`config.mk`:
```
export PLATFORM = sky130hd
export DESIGN_NAME = rs_encode_sched
export DESIGN_NICKNAME = d
export VERILOG_FILES = /design/src/rtl/rs_encode_sched.sv
export SDC_FILE = /design/constraint.sdc
export NUM_CORES = 1
export LEC_CHECK = 0
export BUFFER_PORTS_ARGS = -buffer_cell sky130_fd_sc_hd__buf_4
export CAP_MARGIN = 40
export CORE_MARGIN = 1
export CORE_UTILIZATION = 59
export CTS_BUF_LIST = sky130_fd_sc_hd__clkbuf_8
export DETAILED_ROUTE_END_ITERATION = 6
export PLACE_DENSITY_LB_ADDON = 0.12
export SYNTH_ARGS = -nofsm -noshare
export SYNTH_HDL_FRONTEND = slang
export SYNTH_SLANG_ARGS = --single-unit
```
`constraint.sdc`:
```
create_clock -name clk -period 6.21 [get_ports clk]
set_clock_uncertainty 0.1 [all_clocks]
set_input_delay 0.9315 -clock clk [delete_from_list [all_inputs] [get_ports clk]]
set_output_delay 0.9315 -clock clk [all_outputs]
set_load 0.02 [all_outputs]
```
`src/rtl/rs_encode_sched.sv`:
```
// RS(15,9) GF(16) encode scheduler: round-robin over two message sources, symbol-serial parity LFSR.
// Define RS_SCHED_CNT_EN to add per-source saturating codeword counters (cnt0, cnt1).
module rs_encode_sched #(
  parameter int NSYM = 9,
  parameter int NPAR = 6
) (
  input  logic                         clk,
  input  logic                         rst,
  input  logic                         req0_valid,
  input  logic [4*NSYM-1:0]            req0_msg,
  output logic                         req0_ready,
  input  logic                         req1_valid,
  input  logic [4*NSYM-1:0]            req1_msg,
  output logic                         req1_ready,
  output logic                         cw_valid,
  output logic [4*(NSYM+NPAR)-1:0]     cw_data,
  output logic                         cw_src,
  input  logic                         cw_ready,
  output logic                         busy
`ifdef RS_SCHED_CNT_EN
  ,
  output logic [15:0]                  cnt0,
  output logic [15:0]                  cnt1
`endif
);

  // Generator feedback constants g5..g0 packed with g0 in the low nibble.
  localparam logic [4*NPAR-1:0] GEN = 24'h7_9_3_C_A_C;

  typedef enum logic [1:0] {IDLE, ENCODE, HOLD} state_t;

  state_t                state;
  logic [4*NSYM-1:0]     msg;
  logic                  src;
  logic [4*NPAR-1:0]     lfsr;
  logic [4*NPAR-1:0]     lfsr_next;
  logic [3:0]            cnt;
  logic [3:0]            sym;
  logic [3:0]            fb;
  logic                  last_grant;
  logic                  grant0;
  logic                  grant1;

  function automatic logic [3:0] gf_mul(input logic [3:0] a, input logic [3:0] b);
    logic [3:0] p;
    logic [3:0] x;
    p = '0;
    x = a;
    for (int i = 0; i < 4; i++) begin
      if (b[i]) p = p ^ x;
      x = {x[2:0], 1'b0} ^ (x[3] ? 4'h3 : 4'h0);
    end
    return p;
  endfunction

  // On a tie the source not granted last wins; last_grant resets to 1 so source 0 wins first.
  always_comb begin
    grant0     = req0_valid & (~req1_valid | last_grant);
    grant1     = req1_valid & (~req0_valid | ~last_grant);
    req0_ready = ~rst & (state == IDLE) & grant0;
    req1_ready = ~rst & (state == IDLE) & grant1;
  end

  always_comb begin
    sym = '0;
    for (int i = 0; i < NSYM; i++) begin
      if (cnt == 4'(i)) sym = msg[4*i +: 4];
    end
    fb = lfsr[4*NPAR-1 -: 4] ^ sym;
    lfsr_next = '0;
    lfsr_next[3:0] = gf_mul(fb, GEN[3:0]);
    for (int k = 1; k < NPAR; k++) begin
      lfsr_next[4*k +: 4] = lfsr[4*(k-1) +: 4] ^ gf_mul(fb, GEN[4*k +: 4]);
    end
  end

  always_ff @(posedge clk) begin
    if (rst) begin
      state      <= IDLE;
      msg        <= '0;
      src        <= 1'b0;
      lfsr       <= '0;
      cnt        <= '0;
      last_grant <= 1'b1;
      cw_valid   <= 1'b0;
      cw_data    <= '0;
      cw_src     <= 1'b0;
      busy       <= 1'b0;
    end else begin
      case (state)
        IDLE: begin
          if (req0_ready | req1_ready) begin
            msg   <= req1_ready ? req1_msg : req0_msg;
            src   <= req1_ready;
            lfsr  <= '0;
            cnt   <= 4'(NSYM-1);
            busy  <= 1'b1;
            state <= ENCODE;
          end
        end
        ENCODE: begin
          lfsr <= lfsr_next;
          // The step with cnt==0 consumes message symbol 0 and completes the parity.
          if (cnt == 4'd0) begin
            cw_data  <= {msg, lfsr_next};
            cw_src   <= src;
            cw_valid <= 1'b1;
            state    <= HOLD;
          end else begin
            cnt <= cnt - 4'd1;
          end
        end
        HOLD: begin
          if (cw_ready) begin
            cw_valid   <= 1'b0;
            last_grant <= src;
            busy       <= 1'b0;
            state      <= IDLE;
          end
        end
        default: state <= IDLE;
      endcase
    end
  end

`ifdef RS_SCHED_CNT_EN
  always_ff @(posedge clk) begin
    if (rst) begin
      cnt0 <= '0;
      cnt1 <= '0;
    end else if (state == HOLD && cw_ready) begin
      if (!src && cnt0 != 16'hFFFF) cnt0 <= cnt0 + 16'd1;
      if (src && cnt1 != 16'hFFFF) cnt1 <= cnt1 + 16'd1;
    end
  end
`endif

endmodule

```
Word-level counts from Yosys, hierarchy flattened
Index checks and enable logic that the tools add are counted.
{ "op_classes": {"n_addsub": 1, "eq_ne": 14, "bitwise_logic": 26, "muxes": 27, "reduce_logical": 13} }
{ "op_table": {"columns": ["op", "n"], "rows": [
  ["24-bit one-hot mux with 2 select lines", 1],
  ["4-bit 2-to-1 mux", 11],
  ["4-bit bitwise XOR", 11],
  ["36-bit 2-to-1 mux", 1],
  ["24-bit 2-to-1 mux", 1],
  ["4-bit by 3-bit equality test with 1-bit output (second input constant)", 4],
  ["2-bit 2-to-1 mux", 6],
  ["3-bit AND reduction", 4],
  ["4-bit by 2-bit bitwise XOR with 4-bit output", 3],
  ["4-bit by 2-bit equality test with 1-bit output (second input constant)", 2],
  ["4-bit one-hot mux with 2 select lines", 1],
  ["2-bit AND reduction", 4],
  ["2-bit inequality test (second input constant)", 3],
  ["2-bit one-hot mux with 3 select lines", 1],
  ["2-bit nonzero test", 3],
  ["1-bit AND", 5],
  ["4-bit by 1-bit equality test with 1-bit output (second input constant)", 1],
  ["4-bit equality test (second input constant)", 1],
  ["4-bit logical NOT", 1],
  ["1-bit NOT", 4],
  ["1-bit one-hot mux with 2 select lines", 2],
  ["4-bit by 1-bit subtractor with 4-bit output (second input constant)", 1],
  ["1-bit 2-to-1 mux", 3],
  ["1-bit OR", 3],
  ["4 further kinds", 4]
]} }
{ "totals": {"output_inout_bits": 65, "elab_cells": 91, "inputBits": 77, "ff_bits": 131} }

Longest topological paths before layout
{ "depth": {"depth_word": 20, "depth_mapped": 13, "depth_no_buf": 10} }

Worst setup path after synthesis
OpenSTA, ideal clock, no wires.
{ "synth_timing": {"path_type": "input port to output port", "start": "in rst", "end": "out req1_ready", "path_stages": 6, "arrival_time_ps": 2140, "path_slack_ps": 3038, "required_ps": 5178, "n_path_buf": 3, "path_cell_list": "clkbuf_1 > nor3_1 > nand3_1 > clkbuf_1 > clkbuf_1 > inv_1"} }
{ "synth_between": {"elab_chain_len": 3} }
{ "synth_rtl": {"columns": ["element", "line", "source"], "rows": [
  ["from (decl)", "8", "input logic rst,"],
  ["1-bit NOT", "61", "req1_ready = ~rst & (state == IDLE) & grant1;"],
  ["1-bit AND (2 in series)", "61", null],
  ["to (decl)", "14", "output logic req1_ready,"]
]} }
No other way between the ends.

Final worst setup path
{ "layout_timing": {"start": "in rst", "end": "out req0_ready"} }
{ "layout_between": {"elab_chain_len": 3} }
{ "layout_rtl": {"columns": ["element", "line", "source"], "rows": [
  ["1-bit NOT", "60", "req0_ready = ~rst & (state == IDLE) & grant0;"],
  ["1-bit AND (2 in series)", "60", null],
  ["to (decl)", "11", "output logic req0_ready,"]
]} }
No other way between the ends.

==> summary.md <==
| Metric | Value |
|---|---|
| CP startpoint kind | `input pin` |
| Reg power frac | `between 30% and 40%` |
| Most frequent cells after synthesis | `nand2_1, dfxtp_1, nor2_1` |
| Finish-stage setup viols | `0` |
| Leakage | `about 2.9 nW` |
| Number of nets still failing antenna checks after routing | `0` |
| Power Internal | `roughly 1.9 mW` |
| Die ar. | `roughly 10,000 µm²` |
| CP max FO | `41` |
| Post-synthesis sequential area ratio | `between 40% and 50%` |
| Hold path startpoint | `cw_data[23]$_SDFFE_PP0P_` |
| Top-count cell post-synth | `nand2_1` |
| Setup bufs post-CTS | `0` |
| Total number of vias | `between 5,000 and 6,000` |
| CTS resizes | `0` |
| Share of post-route cells with drive strength above 1 | `23.62%` |
| Vias in the first global route | `~5,100` |
| Synth area leaders | `dfxtp_1, nand2_1, a311oi_1` |
| Clock power frac | `a little over a fifth` |
| ANT cells | `0` |
| Initial antenna violation count | `0` |
| Number of buffer and inverter stages on the critical path | `4` |
| DRC Markers | `0` |
| Post-synth EDFFs | `0` |
| Hold path depth | `2` |
| GP Congestion | `just under 0.9` |
| Pre-CTS WS | `between 2 and 3 ns` |
| Vias per std cell | `about 5.7` |
| Die Wd | `slightly above 100 µm` |
| Psw | `about 1.1 mW` |
| CP Class | `input pin to output port` |
| WL per Instance | `roughly 16 µm` |
| DP Area | `around 7000 µm²` |
| Critical-path cell list | `buf_4 > nor3_1 > nand3_1 > buf_4 > inv_2 > buf_4` |
| Slowest stage cell on the critical path | `inv_2` |
| Syn Nets | `slightly below 800` |
| Hold Buf Count CTS | `0` |
| Final period util | `between 50% and 60%` |
| Max Root-Sink Buffers | `2` |
| R2R Path End | `lfsr[5]$_SDFFE_PP0P_` |
| Clock Latency Late Sink | `roughly 0.44 ns` |
| Overflow after GRT | `0` |
| CP endpoint kind | `output port` |
| Req. time, crit path | `5.18 ns` |
| Max_cap viols | `0` |
| Post-DP HPWL | `roughly 11 mm` |
| Row cnt | `35` |
| Worst Tran Pin Value | `a little over 0.8 ns` |
| Drt pass-1 iters | `5` |
| Switching Fraction | `36.96%` |
| Cell variety after synth | `52` |
| FF-to-FF setup slack | `between 2 and 3 ns` |
| Root Buffer | `clkbuf_8` |
| Core Box Area | `approximately 9400 µm²` |
| Top_reg_cell synth | `dfxtp_1` |
| Crit path time final | `3.491 ns` |
| Hold EP | `cw_data[23]$_SDFFE_PP0P_` |
| Post-route cell area | `7238 µm²` |
| Worst R2R Path Depth | `10` |
| I/O pin total | `142` |
| Chip height | `about 100 µm` |
| Max Fclk | `between 200 and 300 MHz` |
| Routed Wire Length | `~15 mm` |
| NumNets Final | `between 800 and 900` |
| Htree depth | `4` |
| Cts bufs inserted | `17` |
| Delay-heaviest family, CP | `buffers and inverters` |
| Maximum VDD drop | `0.2361 mV` |
| Cell Pwr Density | `~410 nW/µm²` |
| Gate power share | `between 40% and 50%` |
| CP dominant cell by count | `buf_4` |
| Iter 0 DRT Violations | `349` |
| Final Hold Viols | `0` |
| Synth warn | `0` |
| Effective utilization at floorplan | `61.59%` |
| HP Class | `flip-flop to flip-flop` |
| Port Buffers | `around 140` |
| Synthesized cell area | `between 5000 and 6000 µm²` |
| Fin worst setup slack | `about 2.7 ns` |
| Clock sinks | `approximately 130` |
| Area delta synth->final | `25.41%` |
| Post-route setup TNS | `0 ns` |
| CTS tree | `built` |
| Worst EP arrival | `between 2 and 2.5 ns` |
| Reg-to-reg startpoint | `cnt[0]$_SDFFE_PP0P_` |
| Post-synth top area share | `45.44%` |
| Max-slew violations | `0` |
| Status | `finished, final reports clean` |
| Post-Synthesis Cells | `690` |
| RSZ-0062 raised after global routing | `no` |
| Largest net degree at the start of global routing | `between 90 and 100` |
| Worst slew margin | `45.79%` |
| Number of synthesized register bits | `131` |
| CTS clock-pin slew for the worst setup and hold paths | `about 0.07 ns` |
| Ys async rst share | `0%` |
| Synth area leader | `dfxtp_1` |
| First-pass GRT wire length | `24.41 mm` |
| Worst path max stage delay | `approximately 0.50 ns` |
| Mapped Avg Cell Area | `~8.4 µm²` |
| GRT Total Usage | `between 30% and 40%` |
[layer usage]
layer,up-vias,routed length [µm],global-route usage [%]
met4,0,405,13.60
met1,2571,6189,37.00
li1,2594,-,-
met3,34,924,8.044
met5,-,0,0
met2,217,7881,53.53
[sequential cells by signal, indices dropped and copies added, names as in the netlist]
| register | flops |
|---|---|
| cw_data | 60 |
| msg | 36 |
| lfsr | 24 |
| cnt | 4 |
| state | 2 |
| busy | 1 |
| cw_src | 1 |
| cw_valid | 1 |
| last_grant | 1 |
| src | 1 |
[metrics by stage]
| step | power (mW) | hold WS, ns | cells | utilization, % |
|---|---|---|---|---|
| 6_report | 2.955 | 0.3522 | 946 | 77.24 |
| 5_1_grt | 3.097 | 0.3731 | 946 | 77.24 |
| 4_1_cts | 2.958 | 0.3560 | 946 | 77.24 |
| 3_5_place_dp | 2.314 | 0.3466 | 918 | 73.60 |
| 3_3_place_gp | 2.284 | 0.3401 | 916 | 73.19 |
| 2_1_floorplan | 1.985 | 0.3300 | 690 | - |
[worst max-delay path by stage]
stage,from,to,slack [ns],cells after the start
6_report,rst,req0_ready,2.72,6
5_1_grt,rst,req0_ready,2.54,6
4_1_cts,rst,req0_ready,2.73,6
3_5_place_dp,rst,req0_ready,2.74,6
3_3_place_gp,rst,req0_ready,2.77,6
2_1_floorplan,rst,req1_ready,3.04,6
[logic make-up (layout without fill, tap and decap cells)]
| logic type | Yosys count | count (layout) | synth area share (%) |
|---|---|---|---|
| AO/OA/AOI/OAI | 155 | 155 | 18.90 |
| XOR/XNOR | 36 | 36 | 9.170 |
| adder cells (fa/ha/maj) | 5 | 5 | 1.084 |
| buffers and inverters | 57 | 184 | 3.837 |
| flip-flops | 131 | 131 | 45.44 |
| AND/OR/NAND/NOR | 306 | 306 | 21.57 |
[power groups by stage]
stage	Clock [mW]	Combinational [mW]	Sequential (mW)
4_1_cts	0.640	1.26	1.06
2_1_floorplan	0	0.893	1.09
3_5_place_dp	0	1.24	1.07
3_3_place_gp	0	1.21	1.07
5_1_grt	0.678	1.35	1.07
6_report	0.635	1.26	1.06
[layout make-up]
cell class / count / area [µm²]
timing repair buffer: 149 / 1142
tap: 129 / 161.4
multi-input combinational: 502 / 2945
sequential: 131 / 2623
clock buffer: 20 / 275.3
clock inverter: 8 / 65.06
inverter: 7 / 26.28
fill: 721 / 2133
[worst min-delay path, stage by stage, from the launching register on]
cell	delay [ns]
dfxtp_1	0.31
nand2_1	0.05
o21ai_1	0.05
[cell usage in the layout, fill, tap and decap left out, types with 3 or more instances in the layout]
cell type  instances
o21a_1             3
clkinv_2           4
xor3_1             5
a22o_1            12
a31oi_1            4
buf_4            147
nor2_1            69
a21oi_1           55
inv_1              8
xnor2_1           16
xor2_4             3
o21ai_1           13
nor2b_1            7
nand2b_1           4
o22ai_1            4
nor3_1             6
xnor3_1            3
nand3_1            4
nand3b_1           4
clkbuf_8          20
nand2_1          202
ha_1               5
o21ai_0            5
a311oi_1          36
dfxtp_1          131
xor2_1             6
a211oi_1           5
No activity file was read; power rests on OpenSTA's default activity.
